<file path="config.mk">
export PLATFORM = sky130hd
export DESIGN_NAME = input_controller
export DESIGN_NICKNAME = d
export VERILOG_FILES = /design/src/rtl/input_controller.sv
export SDC_FILE = /design/constraint.sdc
export NUM_CORES = 1
export LEC_CHECK = 0
export ABC_AREA = 1
export CELL_PAD_IN_SITES_DETAIL_PLACEMENT = 1
export CELL_PAD_IN_SITES_GLOBAL_PLACEMENT = 1
export CORE_MARGIN = 5
export CORE_UTILIZATION = 35
export CTS_CLUSTER_DIAMETER = 80
export DETAILED_ROUTE_END_ITERATION = 8
export DONT_BUFFER_PORTS = 1
export GPL_TIMING_DRIVEN = 0
export PLACE_DENSITY = 0.72
export SYNTH_ARGS = -nofsm -noshare
export SYNTH_HDL_FRONTEND = slang
export SYNTH_SLANG_ARGS = --single-unit
</file>
<file path="constraint.sdc">
create_clock -name clk -period 2 [get_ports clk]
set_input_delay 0.2 -clock clk [delete_from_list [all_inputs] [get_ports clk]]
set_output_delay 0.2 -clock clk [all_outputs]
set_load 0.02 [all_outputs]
</file>
<file path="src/rtl/input_controller.sv">
// Button front end: two-flop sync, tick-sampled debounce, round-robin arbitration of
// direction presses, and a valid/ready direction output with a pause toggle.
module input_controller #(
  parameter int CLK_DIV      = 250000,
  parameter int STABLE_TICKS = 3
) (
  input  logic       clk,
  input  logic       rst,
  input  logic       btn_up,
  input  logic       btn_down,
  input  logic       btn_left,
  input  logic       btn_right,
  input  logic       btn_pause,
  input  logic       move_ready,
  output logic       dir_valid,
  output logic [1:0] dir,
  output logic       paused
);

  localparam int NBTN      = 5;
  localparam int PAUSE_IDX = 4;
  localparam int TICK_W    = (CLK_DIV > 1) ? $clog2(CLK_DIV) : 1;
  localparam int CNT_W     = $clog2(STABLE_TICKS + 1);

  localparam logic [TICK_W-1:0] TICK_LAST = TICK_W'(CLK_DIV - 1);
  localparam logic [TICK_W-1:0] TICK_ONE  = TICK_W'(1);
  localparam logic [CNT_W-1:0]  CNT_ONE   = CNT_W'(1);
  localparam logic [CNT_W-1:0]  CNT_LIMIT = CNT_W'(STABLE_TICKS);

  typedef enum logic [1:0] {
    IDLE   = 2'd0,
    HOLD   = 2'd1,
    PAUSED = 2'd2
  } state_e;

  // Bit order matches the dir encoding: up=0, down=1, left=2, right=3, pause=4.
  logic [NBTN-1:0] raw;
  logic [NBTN-1:0] sync1_q, sync2_q;
  assign raw = {btn_pause, btn_right, btn_left, btn_down, btn_up};

  always_ff @(posedge clk) begin
    // NOTE: sequential state uses non-blocking assignments so every flop samples pre-edge values.
    if (rst) begin
      sync1_q <= '0;
      sync2_q <= '0;
    end else begin
      sync1_q <= raw;
      sync2_q <= sync1_q;
    end
  end

  // Sample-tick divider.
  logic [TICK_W-1:0] tick_q, tick_d;
  logic              tick;

  assign tick   = (tick_q == TICK_LAST);
  assign tick_d = tick ? '0 : tick_q + TICK_ONE;

  always_ff @(posedge clk) begin
    if (rst) tick_q <= '0;
    else     tick_q <= tick_d;
  end

  // Debounce: a level is accepted after STABLE_TICKS consecutive differing samples.
  logic [NBTN-1:0]  stable_q, stable_d;
  logic [CNT_W-1:0] count_q [NBTN];
  logic [CNT_W-1:0] count_d [NBTN];
  logic [NBTN-1:0]  press;

  always_comb begin
    // NOTE: every combinational output gets a default first so no path infers a latch.
    stable_d = stable_q;
    count_d  = count_q;
    if (tick) begin
      for (int i = 0; i < NBTN; i++) begin
        if (sync2_q[i] == stable_q[i]) begin
          count_d[i] = '0;
        end else if (count_q[i] + CNT_ONE == CNT_LIMIT) begin
          stable_d[i] = sync2_q[i];
          count_d[i]  = '0;
        end else begin
          count_d[i] = count_q[i] + CNT_ONE;
        end
      end
    end
  end

  always_ff @(posedge clk) begin
    if (rst) begin
      stable_q <= '0;
      // NOTE: this small counter array is control state, so it is reset like any register.
      for (int i = 0; i < NBTN; i++) count_q[i] <= '0;
    end else begin
      stable_q <= stable_d;
      count_q  <= count_d;
    end
  end

  // A 0->1 acceptance is a single-cycle press; releases produce nothing.
  assign press = stable_d & ~stable_q;

  logic [3:0] dir_ev;
  logic       pause_ev;
  assign dir_ev   = press[3:0];
  assign pause_ev = press[PAUSE_IDX];

  // Round-robin: search starts just after the previous winner; losers are dropped.
  logic [1:0] last_grant_q, last_grant_d;
  logic [1:0] winner, idx;
  logic       grant;

  always_comb begin
    grant  = 1'b0;
    winner = last_grant_q;
    idx    = last_grant_q;
    for (int k = 1; k <= 4; k++) begin
      idx = last_grant_q + 2'(k);
      if (!grant && dir_ev[idx]) begin
        grant  = 1'b1;
        winner = idx;
      end
    end
  end

  state_e     state_q, state_d;
  logic [1:0] dir_q, dir_d;
  logic       load;

  // A grant is used only when running and not coinciding with a pause press.
  assign load         = grant && !pause_ev && (state_q != PAUSED);
  assign dir_d        = load ? winner : dir_q;
  assign last_grant_d = load ? winner : last_grant_q;

  always_ff @(posedge clk) begin
    if (rst) begin
      state_q      <= IDLE;
      dir_q        <= 2'b00;
      last_grant_q <= 2'b11;
    end else begin
      state_q      <= state_d;
      dir_q        <= dir_d;
      last_grant_q <= last_grant_d;
    end
  end

  always_comb begin
    state_d = state_q;
    unique case (state_q)
      IDLE: begin
        if (pause_ev)   state_d = PAUSED;
        else if (grant) state_d = HOLD;
      end
      HOLD: begin
        if (pause_ev)                  state_d = PAUSED;
        else if (!grant && move_ready) state_d = IDLE;
      end
      PAUSED: begin
        if (pause_ev) state_d = IDLE;
      end
      default: state_d = IDLE;
    endcase
  end

  always_comb begin
    dir_valid = (state_q == HOLD);
    paused    = (state_q == PAUSED);
    dir       = dir_q;
  end

endmodule
</file>
==> results of run 1 <==
==> synth_stat cells <==
library cell,count
sky130_fd_sc_hd__a31oi_1,1
sky130_fd_sc_hd__o21a_1,3
sky130_fd_sc_hd__nor3_1,5
sky130_fd_sc_hd__nand4_1,11
sky130_fd_sc_hd__buf_6,1
sky130_fd_sc_hd__xor2_1,4
sky130_fd_sc_hd__nand3_2,6
sky130_fd_sc_hd__dfxtp_1,49
sky130_fd_sc_hd__inv_1,46
sky130_fd_sc_hd__nand2_2,4
sky130_fd_sc_hd__a21oi_2,2
sky130_fd_sc_hd__nor2_1,31
sky130_fd_sc_hd__clkinv_1,2
sky130_fd_sc_hd__o21ai_0,11
sky130_fd_sc_hd__ha_1,1
sky130_fd_sc_hd__o32ai_1,1
sky130_fd_sc_hd__o211ai_1,1
sky130_fd_sc_hd__buf_2,3
sky130_fd_sc_hd__nand3_1,31
sky130_fd_sc_hd__a21oi_1,16
sky130_fd_sc_hd__nor2_2,6
sky130_fd_sc_hd__nand2_1,47
sky130_fd_sc_hd__o21bai_1,1
sky130_fd_sc_hd__nand2_4,3
sky130_fd_sc_hd__xnor2_1,5
sky130_fd_sc_hd__nor3b_1,5
sky130_fd_sc_hd__a211oi_1,4
sky130_fd_sc_hd__nor3_2,3
sky130_fd_sc_hd__nor2_8,1
sky130_fd_sc_hd__clkbuf_1,3
sky130_fd_sc_hd__o21ai_1,3
sky130_fd_sc_hd__inv_2,7
sky130_fd_sc_hd__nor2_4,4
==> layer usage <==
metal,up-vias,GRT usage [%],routed length [um]
li1,1086,-,-
met4,0,5.13,88
met1,963,17.9,2650
met2,17,22.1,2600
met5,-,0,0
met3,10,2.03,97
==> stage by stage <==
stage	instance area, um^2	total power [mW]	setup WS (ns)
final	2890	1.64	0.0187
after global placement	2500	1.07	-0.165
after global routing	2890	1.72	-0.140
after detailed placement	2500	1.07	-0.204
after CTS	2760	1.67	-0.0318
after floorplan	2400	1.05	0.178
==> worst paths after layout <==
kind	startpoint	to	slack, ns	cells after the start
max	tick_q[1]	dir[1]	0.02	16
min	move_ready	state_q[0]	0.09	3
max reg2reg	tick_q[1]	dir[1]	0.02	16
min reg2reg	sync1_q[1]	sync2_q[1]	0.41	2
==> placed cells by master, fill, tap and decap left out, drive strengths merged, types with 5 or more instances in the layout <==
master / instances
a21oi: 18
buf: 15
clkbuf: 8
dfxtp: 49
dlygate4sd3: 5
inv: 53
nand2: 54
nand3: 37
nand4: 11
nor2: 43
nor3: 8
nor3b: 5
o21ai: 14
xnor2: 5
==> layout make-up <==
type	count	area, um^2	share of cell area (%)
Clock buffer	5	68.8	2.38
Timing Repair Buffer	16	133	4.59
Clock inverter	3	17.5	0.606
Sequential cell	49	990	34.2
Inverter	55	213	7.36
Multi-Input combinational cell	211	1330	45.9
Tap cell	80	100	3.46
Buffer	7	42.5	1.47
==> cells by family after synthesis <==
logic type	Yosys count
xor+xnor	9
simple gates	157
flops	49
compound gates	43
buf+inv	62
fa+ha+maj	1
==> where the power goes <==
part | internal, mW | switching, mW | leakage [nW]
Combinational | 0.0279 | 0.0377 | 0.705
Sequential | 0.990 | 0.0101 | 0.400
Clock | 0.242 | 0.334 | 0.0439
Total | 1.26 | 0.382 | 1.15
==> tightest hold or removal path, stage by stage <==
cell                      delay [ns]
sky130_fd_sc_hd__nand2_1        0.03
sky130_fd_sc_hd__nand3_1        0.06
sky130_fd_sc_hd__a21oi_1        0.06
==> flip-flops by register name, indices dropped and copies added (netlist names) <==
signal	count
state_q	2
tick_q	18
stable_q	5
sync1_q	5
dir	2
last_grant_q	2
count_q	10
sync2_q	5
==> timing repair <==
action                                  4_1_cts  5_1_grt
pin swaps                                     6       18
gates resized for setup                      25       23
gates cloned                                  0        1
buffers inserted                              4        7
endpoints found under the hold margin         5        0
endpoints found under the setup margin       27       25
hold buffers                                  5        0
==> flow_summary.json, run 1 <==
{
  "outcome": "finished clean",
  "critPathBufInv": 1,
  "number_of_standard_cells_in_the_final_layout_excluding_fillers": 426,
  "rows": 30,
  "syn2layout_area_growth_pct": 20.6,
  "yosys.area_share.xor_xnor_pct": 3.29,
  "most_numerous_cell_on_the_critical_path": "sky130_fd_sc_hd__nand2_2",
  "synth.top_cell.area_share_pct": 40.9,
  "floorplan.die.width_um": 92.8,
  "first_global_vias": 2064,
  "synthesis.yosys.warnings": 0,
  "min_period_ns": 1.98,
  "worstSetupPathType": "flip-flop to flip-flop",
  "timing.critical_path.slowest_stage_cell": "sky130_fd_sc_hd__dfxtp_2",
  "cp_slowest_stage_delay_ns": 0.37,
  "cts_tree": "built",
  "ir_worst_vdd_mv": 0.320,
  "post_drt_wl_per_cell_um": 12.8,
  "htree_num_levels": 2,
  "number_of_register_bits_inferred_by_synthesis": 49,
  "dp.final_hpwl_um": 3880,
  "syn_area_per_cell_um2": 7.47,
  "die_area_um2": 8600,
  "detailedRoute.firstIterationViolations": 49,
  "grt_first_pass_wirelength_um": 9490,
  "drc_errors": 0,
  "share_of_synthesized_cell_area_in_full_adder_half_adder_and_majority_cells_pct": 0.522,
  "vias": 2076,
  "grt_overflow_total": 0,
  "detail_route.vias_per_cell": 4.87,
  "nNetsFinal": 354,
  "synth.yosys.seq_area_share_pct": 40.9,
  "slew_viol_final": 0,
  "muxShareOfSynthArea_pct": 0,
  "synth_cell_area_um2": 2400,
  "final_hold_viol_count": 0,
  "fin_setup_tns_ns": 0,
  "netlist_instances": 321,
  "antenna_violations_before_repair": 0,
  "track_usage_pct": 13.5,
  "timing.hold.worst.class": "primary input to flip-flop",
  "synth_nets": 330,
  "io_pins": 12,
  "maxClockFrequency_mhz": 505,
  "slew_headroom_pct": 60.7,
  "critical_path.cell_chain": "ha_4 -> nand2_4 -> nor2_4 -> nand3_2 -> nor2_4 -> nand3_2 -> nand2_2 -> nand2_2 -> nand2_2 -> nand2_4 -> nand2_4 -> nor2_4 -> nor2_8 -> inv_4 -> nand2_2 -> a21oi_2",
  "static-leakage-power_nw": 1.15,
  "yosys-top-cells-area": "sky130_fd_sc_hd__dfxtp_1 41%, sky130_fd_sc_hd__nand2_1 7.4%, sky130_fd_sc_hd__inv_1 7.2%",
  "io_buffers": 0,
  "cts_buffers": 5,
  "drive_gt1_share_pct": 26.9,
  "pin_count_of_the_biggest_net_entering_global_routing": 16,
  "routed_wirelength_um": 5440,
  "place.gp.congestion": 0.833,
  "die_height_um": 92.8,
  "post_synth_num_cell_types": 33,
  "unrepaired_setup_endpoints_after_global_routing": "yes",
  "initial_utilization_pct": 35.7,
  "first_pass_iters": 4,
  "synth_compound_gate_area_share_pct": 10.4,
  "crit_path_end_kind": "flip-flop",
  "part_of_the_cycle_the_worst_path_needs_pct": 99.1,
  "clock-root-buffer": "sky130_fd_sc_hd__clkbuf_8",
  "p_per_cell_area_nw_per_um2": 568,
  "core_area_um2": 6720,
  "netlist.top_cell.by_area": "sky130_fd_sc_hd__dfxtp_1",
  "arrival_ns": 2.15,
  "worstSkewPairLatency_ns": 0.30,
  "fill_cells": 810,
  "combinational_family_with_the_most_area_after_synthesis": "simple AND/OR/NAND/NOR gates",
  "whs_ns": 0.0861,
  "timing.max_cap.violations": 0,
  "critPathMaxFanout": 6,
  "post-route-util_pct": 43.0,
  "clock_path_buffers": 2,
  "ant_nets": 0,
  "worst-slew-pin-transition_ns": 0.589,
  "clock-sinks": 49,
  "synthSimpleGateAreaFrac_pct": 34.7,
  "worst_ep_required_time_ns": 2.17,
  "setup_viol": 0,
  "clk_transition_reported_paths_ns": 0.09,
  "clock_skew_ns": 0.00441,
  "placed_cells": 401,
  "antenna-diode-count": 0,
  "startpoint_type_of_the_worst_setup_path": "flip-flop",
  "worst_path_dominant_cell_family": "simple AND/OR/NAND/NOR gates"
}
No activity file was read; power rests on OpenSTA's default activity.
==> run 2, diff against run 1 <==
--- a/config.mk
+++ b/config.mk
@@ -9,12 +9,12 @@
 export CELL_PAD_IN_SITES_DETAIL_PLACEMENT = 1
 export CELL_PAD_IN_SITES_GLOBAL_PLACEMENT = 1
 export CORE_MARGIN = 5
-export CORE_UTILIZATION = 35
+export CORE_UTILIZATION = 45
 export CTS_CLUSTER_DIAMETER = 80
 export DETAILED_ROUTE_END_ITERATION = 8
 export DONT_BUFFER_PORTS = 1
 export GPL_TIMING_DRIVEN = 0
-export PLACE_DENSITY = 0.72
+export PLACE_DENSITY = 0.86
 export SYNTH_ARGS = -nofsm -noshare
 export SYNTH_HDL_FRONTEND = slang
 export SYNTH_SLANG_ARGS = --single-unit
==> run 2 against run 1 <==
Against the previous run: the flow now finishes with violations (negative setup slack); die area is 20% lower; first-iteration DRC count is 41% higher; final cell count is 4.0% lower; via count is 5.6% higher; worst hold slack worse by 0.071 ns; sequential share of layout area is 1.2 points higher; core utilization is 12 points higher; clock power is 3% higher; critical path type unchanged; critical endpoint is now last_grant_q[1]; largest cell class unchanged.
==> flow_summary.json, run 2 (synthesis gave the netlist of run 1 again) <==
{
  "outcome": "complete, but fails checks",
  "violations": "negative setup slack",
  "slew_headroom_pct": 56.0,
  "maxClockFrequency_mhz": 494,
  "slew_viol_final": 0,
  "pin_count_of_the_biggest_net_entering_global_routing": 14,
  "clock-root-buffer": "sky130_fd_sc_hd__clkbuf_8",
  "fin_setup_tns_ns": -0.0654,
  "reg.largest.list": "tick_q (18), count_q (10)",
  "layout.cells.most_common": "sky130_fd_sc_hd__inv_1",
  "first_pass_iters": 4,
  "htree_num_levels": 2,
  "vias": 2193,
  "most-common-layout-cells": "46 x sky130_fd_sc_hd__inv_1, 40 x sky130_fd_sc_hd__dfxtp_1, 39 x sky130_fd_sc_hd__nand2_1",
  "comb_power_share_pct": 3.8,
  "setup_viol": 3,
  "postLayoutCellArea_um2": 2810,
  "drive_gt1_share_pct": 23.9,
  "whs_ns": 0.0147,
  "antenna-diode-count": 0,
  "cts_tree": "built",
  "post-route-util_pct": 54.6,
  "dp.final_hpwl_um": 4140,
  "timing.hold.worst.class": "primary input to flip-flop",
  "ir_worst_vdd_mv": 0.431,
  "min_period_ns": 2.03,
  "detail_route.vias_per_cell": 5.36,
  "final_hold_viol_count": 0,
  "rows": 26,
  "p_per_cell_area_nw_per_um2": 589,
  "ant_nets": 0,
  "worst_ep_required_time_ns": 2.17,
  "clk_transition_reported_paths_ns": 0.09,
  "nNetsFinal": 348,
  "placed_area_um2": 2480,
  "power.share.clock_pct": 35.8,
  "cts_buffers": 5,
  "part_of_the_cycle_the_worst_path_needs_pct": 101,
  "arrival_ns": 2.19,
  "syn2layout_area_growth_pct": 17.2,
  "die_area_um2": 6890,
  "post_drt_wl_per_cell_um": 15.5,
  "first_global_vias": 2231,
  "timing.max_cap.violations": 0,
  "placed_cells": 391,
  "dp_slack_ns": -0.239,
  "track_usage_pct": 18.7,
  "p_sw_mw": 0.366,
  "static-leakage-power_nw": 1.12,
  "grt_overflow_total": 0,
  "clock_path_buffers": 2,
  "detailedRoute.firstIterationViolations": 69,
  "worst-slew-pin-transition_ns": 0.660,
  "routed_wirelength_um": 6340,
  "netSwitchingFraction_pct": 22.1,
  "power_report.internal_total_mw": 1.29,
  "clock-sinks": 49,
  "die_height_um": 83.0,
  "io_buffers": 0,
  "pwr-share-seq_pct": 60.4,
  "pnr_total_power_mw": 1.65,
  "place.gp.congestion": 0.831,
  "number_of_standard_cells_in_the_final_layout_excluding_fillers": 409,
  "max_flop_register": "tick_q",
  "worstSkewPairLatency_ns": 0.30,
  "core_area_um2": 5140,
  "worstSetupPathType": "flip-flop to flip-flop",
  "startpoint_type_of_the_worst_setup_path": "flip-flop",
  "number_of_flip_flops_under_the_largest_register_name": 18,
  "critPathMaxFanout": 4,
  "clock_skew_ns": 0.00933,
  "initial_utilization_pct": 46.6,
  "grt_first_pass_wirelength_um": 10600,
  "crit_path_end_kind": "flip-flop",
  "unrepaired_setup_endpoints_after_global_routing": "yes",
  "floorplan.die.width_um": 83.0,
  "drc_errors": 0,
  "antenna_violations_before_repair": 0,
  "postLayoutSetupSlackWorst_ns": -0.0252,
  "io_pins": 12
}
run 2: cell types whose count changed in the layout (fill, tap and decap cells not counted), sizes merged:
cell,before,now
dlygate4sd3,5,3
clkinv,3,2
buf,15,11
clkinvlp,2,0
clkbuf,8,10
run 2: layer usage:
metal | track usage (%) | vias to the layer above | part of all wire, %
li1 | - | 1067 | -
met1 | 22.5 | 1068 | 44
met2 | 32.4 | 40 | 49
met3 | 3.66 | 18 | 3.3
met4 | 7.58 | 0 | 3.4
met5 | 0 | - | 0
run 2: worst paths after layout:
check,startpoint,slack [ns],depth (start not counted),endpoint
max,tick_q[17],-0.03,16,last_grant_q[1]
min,btn_down,0.01,2,sync1_q[1]
min reg2reg,sync1_q[4],0.41,2,sync2_q[4]
max reg2reg,tick_q[17],-0.03,16,last_grant_q[1]
run 2: critical path, cell delays in order (launching register included):
cell,delay (ns)
sky130_fd_sc_hd__dfxtp_1,0.39
sky130_fd_sc_hd__nand2_1,0.11
sky130_fd_sc_hd__nor2_4,0.15
sky130_fd_sc_hd__nand3_2,0.16
sky130_fd_sc_hd__nor2_4,0.19
sky130_fd_sc_hd__buf_12,0.13
sky130_fd_sc_hd__nand3_2,0.05
sky130_fd_sc_hd__nand2_2,0.07
sky130_fd_sc_hd__nand2_2,0.08
sky130_fd_sc_hd__nand2_4,0.07
sky130_fd_sc_hd__nand2_4,0.07
sky130_fd_sc_hd__nand2_4,0.06
sky130_fd_sc_hd__nor2_4,0.06
sky130_fd_sc_hd__nor2_8,0.11
sky130_fd_sc_hd__inv_2,0.05
sky130_fd_sc_hd__nand2_1,0.05
sky130_fd_sc_hd__nand3_1,0.08
run 2: area by class of cell:
type	instances	area, um^2
Tap cell	70	87.6
Buffer	7	42.5
Fill cell	667	2330
Inverter	55	206
Sequential cell	49	995
Timing Repair Buffer	10	95.1
Multi-Input combinational cell	211	1300
Clock buffer	7	86.3
run 2: what timing repair did:
action	CTS	global route
hold buffers	3	0
pin swaps	8	13
endpoints found under the hold margin	3	0
gates cloned	1	0
endpoints found under the setup margin	27	27
buffers inserted	4	3
gates resized for setup	24	17
run 2: power groups by stage:
stage               logic [mW]  clock network, mW  registers, mW
global placement        0.0479                  0           1.02
finish                  0.0628              0.593          0.999
global route            0.0698              0.656           1.00
CTS                     0.0606              0.603           1.00
detailed placement      0.0508                  0           1.02
floorplan               0.0372                  0           1.02
